File: src/rtl/mem_data_arbiter_pkg.sv
// ---------------------------------------------------------------------------
// mem_data_arbiter_pkg
// Shared definitions for the data-RAM arbiter: ownership state encodings,
// grant encodings, and a helper that turns an ownership state into the
// externally visible grant vector.
// ---------------------------------------------------------------------------
package mem_data_arbiter_pkg;

    // Ownership states of the arbiter FSM
    localparam logic [1:0] ST_IDLE = 2'd0;
    localparam logic [1:0] ST_OWN0 = 2'd1;
    localparam logic [1:0] ST_OWN1 = 2'd2;

    // One-hot grant encodings presented on the grant output
    localparam logic [1:0] GRANT_NONE = 2'b00;
    localparam logic [1:0] GRANT_P0   = 2'b01;
    localparam logic [1:0] GRANT_P1   = 2'b10;

    // Decode an ownership state into the grant vector; the unused encoding
    // reads as "no owner" so a corrupted state never shows a false grant.
    function automatic logic [1:0] stateToGrant(input logic [1:0] state);
        logic [1:0] grantValue;
        case (state)
            ST_OWN0: grantValue = GRANT_P0;
            ST_OWN1: grantValue = GRANT_P1;
            default: grantValue = GRANT_NONE;
        endcase
        return grantValue;
    endfunction

endpackage

File: src/rtl/mem_data_arbiter_rr_pick2.sv
// ---------------------------------------------------------------------------
// mem_data_arbiter_rr_pick2
// Combinational two-way round-robin picker.
//
// Ports:
//   i_req0, i_req1 : requests from port 0 / port 1
//   i_last         : port served most recently (0 or 1)
//   o_winner       : port that should own the RAM next (0 or 1); only
//                    meaningful when at least one request is high
// ---------------------------------------------------------------------------
module mem_data_arbiter_rr_pick2 (
    input  logic i_req0,
    input  logic i_req1,
    input  logic i_last,
    output logic o_winner
);

    // On a tie the port that was not served last wins; otherwise the single
    // requester wins (port 1 only if it is the one asking).
    always_comb begin
        o_winner = i_req1;
        if (i_req0 && i_req1) begin
            o_winner = ~i_last;
        end
    end

endmodule

File: src/rtl/mem_data_arbiter.sv
// ---------------------------------------------------------------------------
// mem_data_arbiter
// Shares the single data RAM between the CPU load/store port (port 0) and a
// secondary master (port 1). One single-beat transaction per cycle is granted
// to the owning port; ownership is round-robin with an optional bounded lock.
//
// Ports:
//   clk, reset                    : clock, synchronous active-low reset
//   req*/we*/lock*/addr*/wdata*   : per-port request, write enable, lock,
//                                   byte address, write data
//   ack*, rdata*                  : per-port beat completion and read data
//   ram_addr_bus, ram_write_data_bus, ram_write_signal : to the RAM
//   ram_read_data_bus             : combinational read data from the RAM
//   grant                         : registered owner (00 none, 01 p0, 10 p1)
// ---------------------------------------------------------------------------
module mem_data_arbiter
    import mem_data_arbiter_pkg::*;
#(
    parameter int ADDR_W   = 32,
    parameter int DATA_W   = 32,
    parameter int MAX_HOLD = 4
) (
    input  logic              clk,
    input  logic              reset,
    input  logic              req0,
    input  logic              req1,
    input  logic              we0,
    input  logic              we1,
    input  logic              lock0,
    input  logic              lock1,
    input  logic [ADDR_W-1:0] addr0,
    input  logic [ADDR_W-1:0] addr1,
    input  logic [DATA_W-1:0] wdata0,
    input  logic [DATA_W-1:0] wdata1,
    output logic              ack0,
    output logic              ack1,
    output logic [DATA_W-1:0] rdata0,
    output logic [DATA_W-1:0] rdata1,
    output logic [ADDR_W-1:0] ram_addr_bus,
    output logic [DATA_W-1:0] ram_write_data_bus,
    output logic              ram_write_signal,
    input  logic [DATA_W-1:0] ram_read_data_bus,
    output logic [1:0]        grant
);

    localparam int                HOLD_W     = $clog2(MAX_HOLD) + 1;
    localparam logic [HOLD_W-1:0] HOLD_LIMIT = HOLD_W'(MAX_HOLD - 1);

    logic [1:0]        r_state;
    logic [1:0]        w_stateNext;
    logic              r_last;
    logic [HOLD_W-1:0] r_holdCnt;
    logic              w_winner;
    logic              w_beat0;
    logic              w_beat1;
    logic              w_holdOpen;
    logic              w_keep0;
    logic              w_keep1;

    mem_data_arbiter_rr_pick2 u_pick (
        .i_req0   (req0),
        .i_req1   (req1),
        .i_last   (r_last),
        .o_winner (w_winner)
    );

    // A beat happens whenever the owner is requesting; a locked owner may
    // only keep the RAM against a waiting port while the hold budget lasts.
    assign w_beat0    = (r_state == ST_OWN0) && req0;
    assign w_beat1    = (r_state == ST_OWN1) && req1;
    assign w_holdOpen = (r_holdCnt < HOLD_LIMIT);
    assign w_keep0    = req0 && lock0 && w_holdOpen;
    assign w_keep1    = req1 && lock1 && w_holdOpen;

    // Next ownership. An owner with no request but a lock, and no competitor,
    // stays parked so its next request is served with zero latency.
    always_comb begin
        w_stateNext = r_state;
        case (r_state)
            ST_IDLE: begin
                if (req0 || req1) begin
                    w_stateNext = w_winner ? ST_OWN1 : ST_OWN0;
                end
            end
            ST_OWN0: begin
                if (req1 && !w_keep0) begin
                    w_stateNext = ST_OWN1;
                end else if (req0 || (lock0 && !req1)) begin
                    w_stateNext = ST_OWN0;
                end else begin
                    w_stateNext = ST_IDLE;
                end
            end
            ST_OWN1: begin
                if (req0 && !w_keep1) begin
                    w_stateNext = ST_OWN0;
                end else if (req1 || (lock1 && !req0)) begin
                    w_stateNext = ST_OWN1;
                end else begin
                    w_stateNext = ST_IDLE;
                end
            end
            default: w_stateNext = ST_IDLE;
        endcase
    end

    // State, last-served port and hold counter. The counter restarts on any
    // ownership change and saturates at the hold limit.
    always_ff @(posedge clk) begin
        if (!reset) begin
            r_state   <= ST_IDLE;
            r_last    <= 1'b1;
            r_holdCnt <= '0;
        end else begin
            r_state <= w_stateNext;
            if (w_beat0) begin
                r_last <= 1'b0;
            end else if (w_beat1) begin
                r_last <= 1'b1;
            end
            if (w_stateNext != r_state) begin
                r_holdCnt <= '0;
            end else if ((w_beat0 || w_beat1) && w_holdOpen) begin
                r_holdCnt <= r_holdCnt + HOLD_W'(1);
            end
        end
    end

    // Route the owning port onto the RAM buses. Acks and the write strobe are
    // squashed during reset so an in-flight write never reaches the RAM.
    always_comb begin
        ack0               = 1'b0;
        ack1               = 1'b0;
        rdata0             = '0;
        rdata1             = '0;
        ram_addr_bus       = '0;
        ram_write_data_bus = '0;
        ram_write_signal   = 1'b0;
        if (w_beat0) begin
            ack0               = 1'b1;
            rdata0             = ram_read_data_bus;
            ram_addr_bus       = addr0;
            ram_write_data_bus = wdata0;
            ram_write_signal   = we0;
        end else if (w_beat1) begin
            ack1               = 1'b1;
            rdata1             = ram_read_data_bus;
            ram_addr_bus       = addr1;
            ram_write_data_bus = wdata1;
            ram_write_signal   = we1;
        end
        if (!reset) begin
            ack0             = 1'b0;
            ack1             = 1'b0;
            ram_write_signal = 1'b0;
        end
    end

    assign grant = stateToGrant(r_state);

endmodule

File: config.mk
export PLATFORM = sky130hd
export DESIGN_NAME = mem_data_arbiter
export DESIGN_NICKNAME = d
export VERILOG_FILES = /design/src/rtl/mem_data_arbiter_pkg.sv /design/src/rtl/mem_data_arbiter_rr_pick2.sv /design/src/rtl/mem_data_arbiter.sv
export SDC_FILE = /design/constraint.sdc
export NUM_CORES = 1
export LEC_CHECK = 0
export CELL_PAD_IN_SITES_DETAIL_PLACEMENT = 0
export CELL_PAD_IN_SITES_GLOBAL_PLACEMENT = 1
export CORE_MARGIN = 2
export CORE_UTILIZATION = 10
export CTS_CLUSTER_SIZE = 16
export DETAILED_ROUTE_END_ITERATION = 6
export PLACE_DENSITY_LB_ADDON = 0.05
export SLEW_MARGIN = 20
export SYNTH_ARGS = -nofsm -noshare
export SYNTH_HDL_FRONTEND = slang
export SYNTH_HIERARCHICAL = 1
export SYNTH_SLANG_ARGS = --single-unit
File: constraint.sdc
create_clock -name clk -period 2.25 [get_ports clk]
set_clock_uncertainty 0.15 [all_clocks]
set_input_delay 0.675 -clock clk [delete_from_list [all_inputs] [get_ports clk]]
set_output_delay 0.675 -clock clk [all_outputs]
set_load 0.01 [all_outputs]
* Yosys cells after proc, flatten, opt, wreduce, memory -nomap -nowiden *
Cells that the tools add are included.

word-level totals
  memories kept = 0
  ROM bits = 0
  word-level logic and storage cells = 59
  bits in registers = 6
  bits in latches = 0
  memory bits (writable) = 0

operators by class
  eq/ne operators = 3
  bitwise gates (word level) = 2
  shift-type cells = 0
  $add $sub $neg = 1
  reductions and logical operators = 23
  order comparisons = 1
  $mul = 0
  muxes and demuxes = 26
  div/mod/pow operators = 0

operators with widths
  cell                                                         count
  two-way mux 32 bit                                           7
  logical AND 1 bit                                            12
  two-way mux 1 bit                                            12
  two-way mux 2 bit                                            5
  one-hot mux 2 bit (3 select lines)                           1
  zero test 1 bit                                              4
  logical OR 1 bit                                             4
  one-hot mux 2 bit (2 select lines)                           1
  adder 3 x 1 -> 3 bit (second input constant)                 1
  less-than comparator 3 x 2 -> 1 bit (second input constant)  1
  equality test 2 x 1 -> 1 bit (second input constant)         1
  equality test 2 bit (second input constant)                  1
  zero test 2 bit                                              1
  inequality test 2 bit                                        1
  inverter 1 bit                                               2
  nonzero test 2 bit                                           1
  OR reduction 2 bit                                           1

* Longest topological paths before layout *
Gate-level depths: netlist (run 1).

  depth in word-level cells = 8
  mapped depth = 7
  gate-level depth less buffers = 5

* Modules after synthesis *
The synthesis (run 1) kept the hierarchy.

modules (own cells, without submodules)
  module                     cells each  area each (um2)  instances
  mem_data_arbiter           215         1596.5           1
  mem_data_arbiter_rr_pick2  1           11.3             1

* Least setup slack after synthesis (run 1) *
Ideal clock, no wire load.

  path kind = input to output
  from = input port req1
  to = output port ram_addr_bus[0]
  path slack = -0.249 ns
  buffers on the path = 3
  stages on the path = 6
  arrival time = 1.674 ns
  cells stage by stage = buf_4 > clkinv_2 > nor3_1 > buf_2 > buf_2 > a22o_1

on the way
  word-level cells in the longest chain between the ends = 3

ends and longest elaborated chain
  element             RTL line                 source
  start, declared     mem_data_arbiter.sv:26   input logic req1,
  logical AND 1 bit   mem_data_arbiter.sv:70   assign w_beat1 = (r_state == ST_OWN1) && req1;
  two-way mux 32 bit  mem_data_arbiter.sv:145  end else if (w_beat1) begin
  two-way mux 32 bit  mem_data_arbiter.sv:139  if (w_beat0) begin
  end, declared       mem_data_arbiter.sv:39   output logic [ADDR_W-1:0] ram_addr_bus,

No other way between the ends.

* Worst setup path in the final report (run 1) *
  from = input port req1
  to = output port ram_write_data_bus[31]

on the way
  word-level cells in the longest chain between the ends = 3

ends and longest elaborated chain
  element             RTL line                 source
  logical AND 1 bit   mem_data_arbiter.sv:70
  two-way mux 32 bit  mem_data_arbiter.sv:145
  two-way mux 32 bit  mem_data_arbiter.sv:139
  end, declared       mem_data_arbiter.sv:40   output logic [DATA_W-1:0] ram_write_data_bus,

No other way between the ends.

==> results of run 1 <==
[worst max-delay path, stage by stage]
cell and delay [ps]:
buf_8 100, clkinv_4 40, nor3_4 30, buf_12 130, buf_16 120, buf_8 110
buf_6 100, buf_6 100, buf_6 100, buf_6 100, a22o_1 180, buf_6 120
[final cells by class]
class / instances / area, µm² / share of cell area
inverters: 3 / 16.3 / 0.00302
clock buffers: 3 / 75.1 / 0.0139
repair buffers: 383 / 3570 / 0.662
flip-flops and latches: 6 / 123 / 0.0228
well taps: 216 / 270 / 0.0502
multi-input cells: 176 / 1340 / 0.248
[timing repair]
action | CTS | global route
pin swaps | 11 | 17
cloned | 3 | 3
setup endpoints to repair | 138 | 131
setup buffers | 36 | 14
gates resized for setup | 589 | 41
[logic make-up (layout without fill, tap and decap cells)]
group | count (synthesis) | in the layout | share of synthesized area
AOI/OAI and AO/OA | 86 | 86 | 0.461
adders and majority gates | 1 | 1 | 0.00778
buffers and inverters | 34 | 389 | 0.122
DFF | 6 | 6 | 0.0747
muxes | 1 | 1 | 0.00623
and+or+nand+nor | 88 | 88 | 0.328
[Yosys cell counts, types with 2 or more instances]
library cell / count
nor2b_1: 3
clkbuf_1: 14
nand2_1: 6
and3_1: 66
nand3_1: 2
a21oi_1: 5
o21ai_0: 2
buf_2: 9
inv_1: 2
nor2_1: 5
buf_6: 7
dfxtp_1: 6
a22o_1: 65
o21a_1: 5
[report_power, final]
part / switching (mW) / total, mW / internal, mW / leakage (nW)
sequential: 0.00760 / 0.123 / 0.115 / 0.0496
clock: 0.0667 / 0.295 / 0.229 / 0.0370
combinational: 0.422 / 1.13 / 0.709 / 2.79
total: 0.496 / 1.55 / 1.05 / 2.87
[sequential cells by signal, summed over array words and instances (netlist names)]
register	cells
r_last	1
r_holdCnt	3
r_state	2
[cell usage in the layout, fill, tap and decap left out, types with 2 or more instances in the layout]
cell type	netlist	layout
inv_1	2	2
buf_2	9	102
dlygate4sd2_1	0	10
and3_1	66	61
nand2_1	6	6
buf_16	0	3
buf_12	0	14
clkbuf_16	0	6
o21a_1	5	5
o21ai_0	2	2
clkdlybuf4s50_1	0	147
dfxtp_2	0	2
a22o_1	65	65
buf_8	0	6
nor2_1	5	5
dlymetal6s2s_1	0	12
dfxtp_1	6	4
buf_6	7	45
nand3_1	2	2
and3_4	0	5
a21oi_1	5	5
buf_4	1	40
[worst paths after layout]
check,start,end,slack [ps],cells past startpoint
worst max-delay path,req1,ram_write_data_bus[31],-510,12
worst min-delay path,r_last,r_last,340,2
worst max register to register,r_state[1],r_holdCnt[1],230,12
worst min register to register,r_last,r_last,340,2
[metal layers]
layer | share of wire | GRT usage
met1 | 0.36 | 0.151
met2 | 0.54 | 0.289
met3 | 0.083 | 0.0407
met4 | 0.0099 | 0.0175
met5 | 0 | 0
[metrics by stage]
stage | total power, mW | utilization | setup TNS, ps
detailed placement | 1.18 | 0.320 | -124150
global placement | 1.18 | 0.320 | -123760
CTS | 1.50 | 0.323 | -19440
global route | 1.64 | 0.340 | -25630
finish | 1.55 | 0.340 | -20880
floorplan | 0.493 | - | -1650
==> results.cfg, run 1 <==
[sta]
relSlewSlack = 0.810
post-route-period-util = 1.23
fin_ws_ps = -514
hold_ws_ps = 340
rsz0062_at_grt = true
hold_viol_final = 0
worstMarginPinSlew_ps = 281
max_freq_ghz = 0.362
maxSlewViolCount = 0
fin_crit_ps = 2760
setup_violations = 67

[cells_and_area]
syn2layout_area_growth_pct = 235
fin_area_mm2 = 0.00539
n_antenna_cell = 0
nets = 742
final_cell_count_no_fill = 787
num-fill-cells = 1700
drive_gt1_frac = 0.412

[power]
powerDensity_mw_per_mm2 = 288
leakagePower_nw = 2.87
ir_worst_vdd_mv = 0.187

[global_route]
gr-total-overflow = 0
grt_pass1_vias = 3014
grt_max_degree = 38
antenna_found_initial = 0
grt_pass1_wl_um = 18600
track_usage = 0.144

[synthesis]
syn_nets = 385
synth-edff-count = 0
synth_top_area_share = 0.354
yosys.cell_types.count = 33
async_flop_share = 0
avgSynthCellArea_um2 = 7.44
synth-main-ff-cell = dfxtp_1
ys_ff_latch = 6
yosys-top-cells-area = a22o_1 (35%), and3_1 (26%), dfxtp_1 (7.5%)
yosys_warnings = 6
yosysSeqAreaShare = 0.0747
syn_area_mm2 = 0.00161
synth.largest_area_cell = a22o_1
syn_inst = 216

[placed_design]
dpl.cell_count = 733
place_congestion = 0.796
dpl.hpwl_um = 11000
place_ws_ps = -1070
place_area_mm2 = 0.00506
port_buffers = 300

[routing]
vias_per_cell = 4.11
finalWirelength_um = 14300
drc = 0
avgRoutedWirePerCell_um = 18.1
num_vias = 3235
drtPass1Iterations = 4
ant_nets = 0
first_iter_violations = 74

[floorplanning]
initial_utilization = 0.102
die_area_mm2 = 0.0171
die_h_um = 131
rows = 46
die_w_um = 131
coreArea_mm2 = 0.0158
ios = 301

[critical_path]
path_class = input port to primary output
cp-start-kind = input port
crit_required_ps = 1420
cp.arrival_ps = 1940
endpoint_kind = primary output
worstPathMaxFanout = 5

[clocking]
clk_pin_slew_worst_paths_ps = 30
root_buffer = clkbuf_16
cts_hold_buffers = 0
htreeDepth = 1
clock-sinks = 6
cts_tree = built
clk_latency_ps = 230
clockBufferDepth = 2
cts_buffers = 3

[run]
drv_cap = 0

[worst_hold_path]
hp-class = flip-flop to flip-flop

[run_status]
status = finished, violations left
failed_checks = setup timing
Power figures use the tool's default switching activity.
==> run 2: changes to the inputs <==
--- a/config.mk
+++ b/config.mk
@@ -12,6 +12,7 @@
 export CTS_CLUSTER_SIZE = 16
 export DETAILED_ROUTE_END_ITERATION = 6
 export PLACE_DENSITY_LB_ADDON = 0.05
+export SKIP_CTS_REPAIR_TIMING = 1
 export SLEW_MARGIN = 20
 export SYNTH_ARGS = -nofsm -noshare
 export SYNTH_HDL_FRONTEND = slang
==> results.cfg, run 2 (synthesis gave the netlist of run 1 again) <==
[cells_and_area]
largest_reg_flops = 3
n_antenna_cell = 0
largest-register = r_holdCnt
drive_gt1_frac = 0.359
num-fill-cells = 1687
syn2layout_area_growth_pct = 242
top_regs = r_holdCnt: 3 flops, r_state: 2 flops, r_last: 1 flops
final_core_util = 0.348
nets = 725
final_common_cell = clkdlybuf4s50_1
final_cell_mix = clkdlybuf4s50_1 (134), a22o_1 (65), and3_1 (59), buf_2 (58), dlymetal6s2s_1 (56)

[floorplanning]
die_h_um = 131
initial_utilization = 0.102
rows = 46
die_area_mm2 = 0.0171
coreArea_mm2 = 0.0158
die_w_um = 131
ios = 301

[sta]
worstMarginPinSlew_ps = 281
hold_ws_ps = 353
max_freq_ghz = 0.389
fin_crit_ps = 2570
fin_ws_ps = -319
post-route-period-util = 1.14
rsz0062_at_grt = true
maxSlewViolCount = 0
hold_viol_final = 0
setup_violations = 65
fin_tns_setup_ps = -15720
relSlewSlack = 0.810

[placed_design]
dpl.hpwl_um = 11000
place_congestion = 0.796
place_ws_ps = -1070
port_buffers = 300

[critical_path]
worstPathCellList = buf_8 -> and2_4 -> buf_6 -> clkbuf_16 -> buf_8 -> buf_6 -> a22o_1 -> buf_6
critPathBufInv = 6
cp.arrival_ps = 1740
cp_top_family = buffers and inverters
worstPathMaxFanout = 5
crit_required_ps = 1420
path_class = input port to primary output
max_stage_delay_ps = 220
r2r.worst_path.cells = 9
endpoint_kind = primary output
cp-start-kind = input port
slowest_stage = a22o_1
cp.depth = 8
crit_top_cell = buf_6

[routing]
finalWirelength_um = 14500
drtPass1Iterations = 4
avgRoutedWirePerCell_um = 18.8
first_iter_violations = 88
ant_nets = 0
drc = 0
vias_per_cell = 4.11
num_vias = 3167

[global_route]
grt_pass1_vias = 2829
antenna_found_initial = 0
grt_max_degree = 38
track_usage = 0.134
grt_pass1_wl_um = 17500
gr-total-overflow = 0

[worst_hold_path]
hp-class = flip-flop to flip-flop
holdPathStages = 2

[power]
p_total_mw = 1.55
leakagePower_nw = 3.32
ir_worst_vdd_mv = 0.188
powerDensity_mw_per_mm2 = 281

[clocking]
root_buffer = clkbuf_16
clockBufferDepth = 2
clk_latency_ps = 230
clock-sinks = 6
clk_pin_slew_worst_paths_ps = 30
cts_tree = built
cts_buffers = 3
htreeDepth = 1

[run_status]
status = finished, violations left
failed_checks = setup timing

[run]
drv_cap = 0
-- run 2: changes by cell type in the layout (fill, tap and decap cells not counted), moves of 2 or more --
cell / change
clkbuf_2: +25
buf_2: -44
and3_4: +2
buf_16: -3
and3_1: -2
buf_6: -9
buf_4: -13
clkbuf_16: +6
buf_8: +3
dlygate4sd2_1: -10
dlymetal6s2s_1: +44
buf_12: -2
clkdlybuf4s50_1: -13
-- run 2: path summary, 6_finish.rpt --
path | from | end | slack, ps
max | req0 | ram_write_data_bus[30] | -320
min | r_last | r_last | 350
max reg2reg | r_state[1] | r_holdCnt[1] | 440
min reg2reg | r_last | r_last | 350
-- run 2: layout make-up --
class | instances | area (µm²) | area share
Inverter | 3 | 16.3 | 0.00296
Sequential cell | 6 | 123 | 0.0223
Multi-Input combinational cell | 176 | 1350 | 0.246
Tap cell | 216 | 270 | 0.0491
Clock buffer | 3 | 75.1 | 0.0136
Timing Repair Buffer | 366 | 3670 | 0.666
-- run 2: power breakdown --
group | internal, mW | switching [mW] | leakage, nW
Sequential | 0.115 | 0.00878 | 0.0496
Clock | 0.229 | 0.0672 | 0.0370
Combinational | 0.704 | 0.422 | 3.24
Total | 1.05 | 0.498 | 3.32
-- run 2: worst register-to-register path, delay by kind of cell (launching register included) --
family	cells	cell delay (ps)
buffers and inverters	5	600
DFF	1	380
AOI/OAI and AO/OA	2	290
and+or+nand+nor	2	270
-- run 2: metal layers --
metal	wire (µm)	up-vias	global-route usage
met5	0	-	0
met4	101	0	0.0138
met3	1090	6	0.0362
met2	7910	143	0.268
met1	5350	1484	0.145
li1	-	1534	-
-- run 2: through the flow --
stage	std cells	area (µm²)
final	770	5500
after global routing	770	5500
after CTS	736	5130
after detailed placement	733	5060
after global placement	733	5060
after floorplan	216	1680
==> run 3: changes to the inputs <==
--- a/config.mk
+++ b/config.mk
@@ -11,7 +11,8 @@
 export CORE_UTILIZATION = 10
 export CTS_CLUSTER_SIZE = 16
 export DETAILED_ROUTE_END_ITERATION = 6
-export PLACE_DENSITY_LB_ADDON = 0.05
+export GPL_TIMING_DRIVEN = 0
+export PLACE_DENSITY_LB_ADDON = 0.1
 export SKIP_CTS_REPAIR_TIMING = 1
 export SLEW_MARGIN = 20
 export SYNTH_ARGS = -nofsm -noshare
==> results.cfg, run 3 (synthesis gave the netlist of run 1 again) <==
[sta]
rsz0062_at_grt = true
relSlewSlack = 0.822
hold_viol_final = 0
fin_crit_ps = 2630
worstMarginPinSlew_ps = 264
max_freq_ghz = 0.380
maxSlewViolCount = 0
post-route-period-util = 1.17
setup_violations = 120
fin_ws_ps = -381

[global_route]
antenna_found_initial = 1
gr-total-overflow = 0
grt_pass1_wl_um = 15700
grt_max_degree = 11
grt_pass1_vias = 2766
track_usage = 0.120

[clocking]
clockBufferDepth = 2
clk_pin_slew_worst_paths_ps = 30
cts_tree = built
root_buffer = clkbuf_16
clock-sinks = 6
clk_latency_ps = 230
htreeDepth = 1
cts_buffers = 3

[cells_and_area]
final_common_cell = clkdlybuf4s50_1
syn2layout_area_growth_pct = 222
largest_reg_flops = 3
drive_gt1_frac = 0.421
largest-register = r_holdCnt
nets = 715
fin_area_mm2 = 0.00518
final_cell_mix = clkdlybuf4s50_1 (160), a22o_1 (65), buf_6 (64), buf_2 (59), and3_1 (40)
top_regs = r_holdCnt: 3 flops, r_state: 2 flops, r_last: 1 flops

[run]
drv_cap = 0

[run_status]
status = finished, violations left
failed_checks = setup timing

[critical_path]
endpoint_kind = primary output
worstPathMaxFanout = 10
crit_required_ps = 1420
cp-start-kind = input port
cp.arrival_ps = 1810
path_class = input port to primary output

[routing]
vias_per_cell = 4.07
drtPass1Iterations = 4
avgRoutedWirePerCell_um = 17.3
ant_nets = 0
drc = 0
finalWirelength_um = 13100
num_vias = 3099
first_iter_violations = 58

[power]
leakagePower_nw = 2.60
ir_worst_vdd_mv = 0.177
powerDensity_mw_per_mm2 = 286
p_total_mw = 1.48

[floorplanning]
die_w_um = 131
coreArea_mm2 = 0.0158
ios = 301
die_area_mm2 = 0.0171
initial_utilization = 0.102
rows = 46
die_h_um = 131

[placed_design]
place_ws_ps = -1370
dpl.hpwl_um = 10500
place_area_mm2 = 0.00495
place_congestion = 0.759
port_buffers = 300

[worst_hold_path]
hp-class = flip-flop to flip-flop
run 3: cell types whose count changed in the layout (fill, tap and decap cells not counted), moves of 2 or more:
cell	previous run	this run
clkdlybuf4s50_1	134	160
clkbuf_16	12	5
buf_4	27	17
and3_1	59	40
buf_8	9	11
buf_6	36	64
dlymetal6s2s_1	56	8
clkbuf_2	25	34
and3_4	7	26
buf_12	12	1
run 3: path summary, 6_finish.rpt:
path              slack [ps]          from              end  depth (start not counted)
setup / recovery        -380          req1  ram_addr_bus[9]                          9
hold / removal           340        r_last           r_last                          2
setup reg to reg         580  r_holdCnt[1]     r_holdCnt[1]                          5
hold reg to reg          340        r_last           r_last                          2
run 3: final cells by class:
type	count	area, µm²
timing repair buffer	330	2930
multi-input combinational	176	1440
fill	1703	10600
antenna	1	2.50
inverter	3	18.8
sequential	6	125
tap	216	270
buffer	26	317
clock buffer	3	75.1
run 3: worst max-delay path: stages:
cell and delay [ps]:
buf_8 70, buf_8 120, inv_8 40, nor3_4 220, buf_6 130, buf_12 120
buf_6 140, a22o_1 120, clkbuf_2 140
run 3: per-layer routing:
layer  share of wire  global-route usage  vias up
met2            0.57               0.250      157
li1                -                   -     1516
met4          0.0024              0.0144        0
met1            0.35               0.125     1423
met3           0.072              0.0244        3
met5               0                   0        -
run 3: power breakdown:
part / leakage, nW / total (mW) / internal (mW) / switching, mW
sequential: 0.0499 / 0.124 / 0.115 / 0.00930
clock: 0.0370 / 0.292 / 0.228 / 0.0638
combinational: 2.51 / 1.06 / 0.656 / 0.408
total: 2.60 / 1.48 / 1.00 / 0.481
run 3: metrics by stage:
stage	setup TNS, ps	utilization	instances	hold WS, ps
2_1_floorplan	-1650	-	216	307
3_3_place_gp	-154420	0.313	732	323
3_5_place_dp	-157780	0.313	732	332
4_1_cts	-157780	0.318	735	340
5_1_grt	-33280	0.327	761	391
6_report	-26470	0.327	761	339
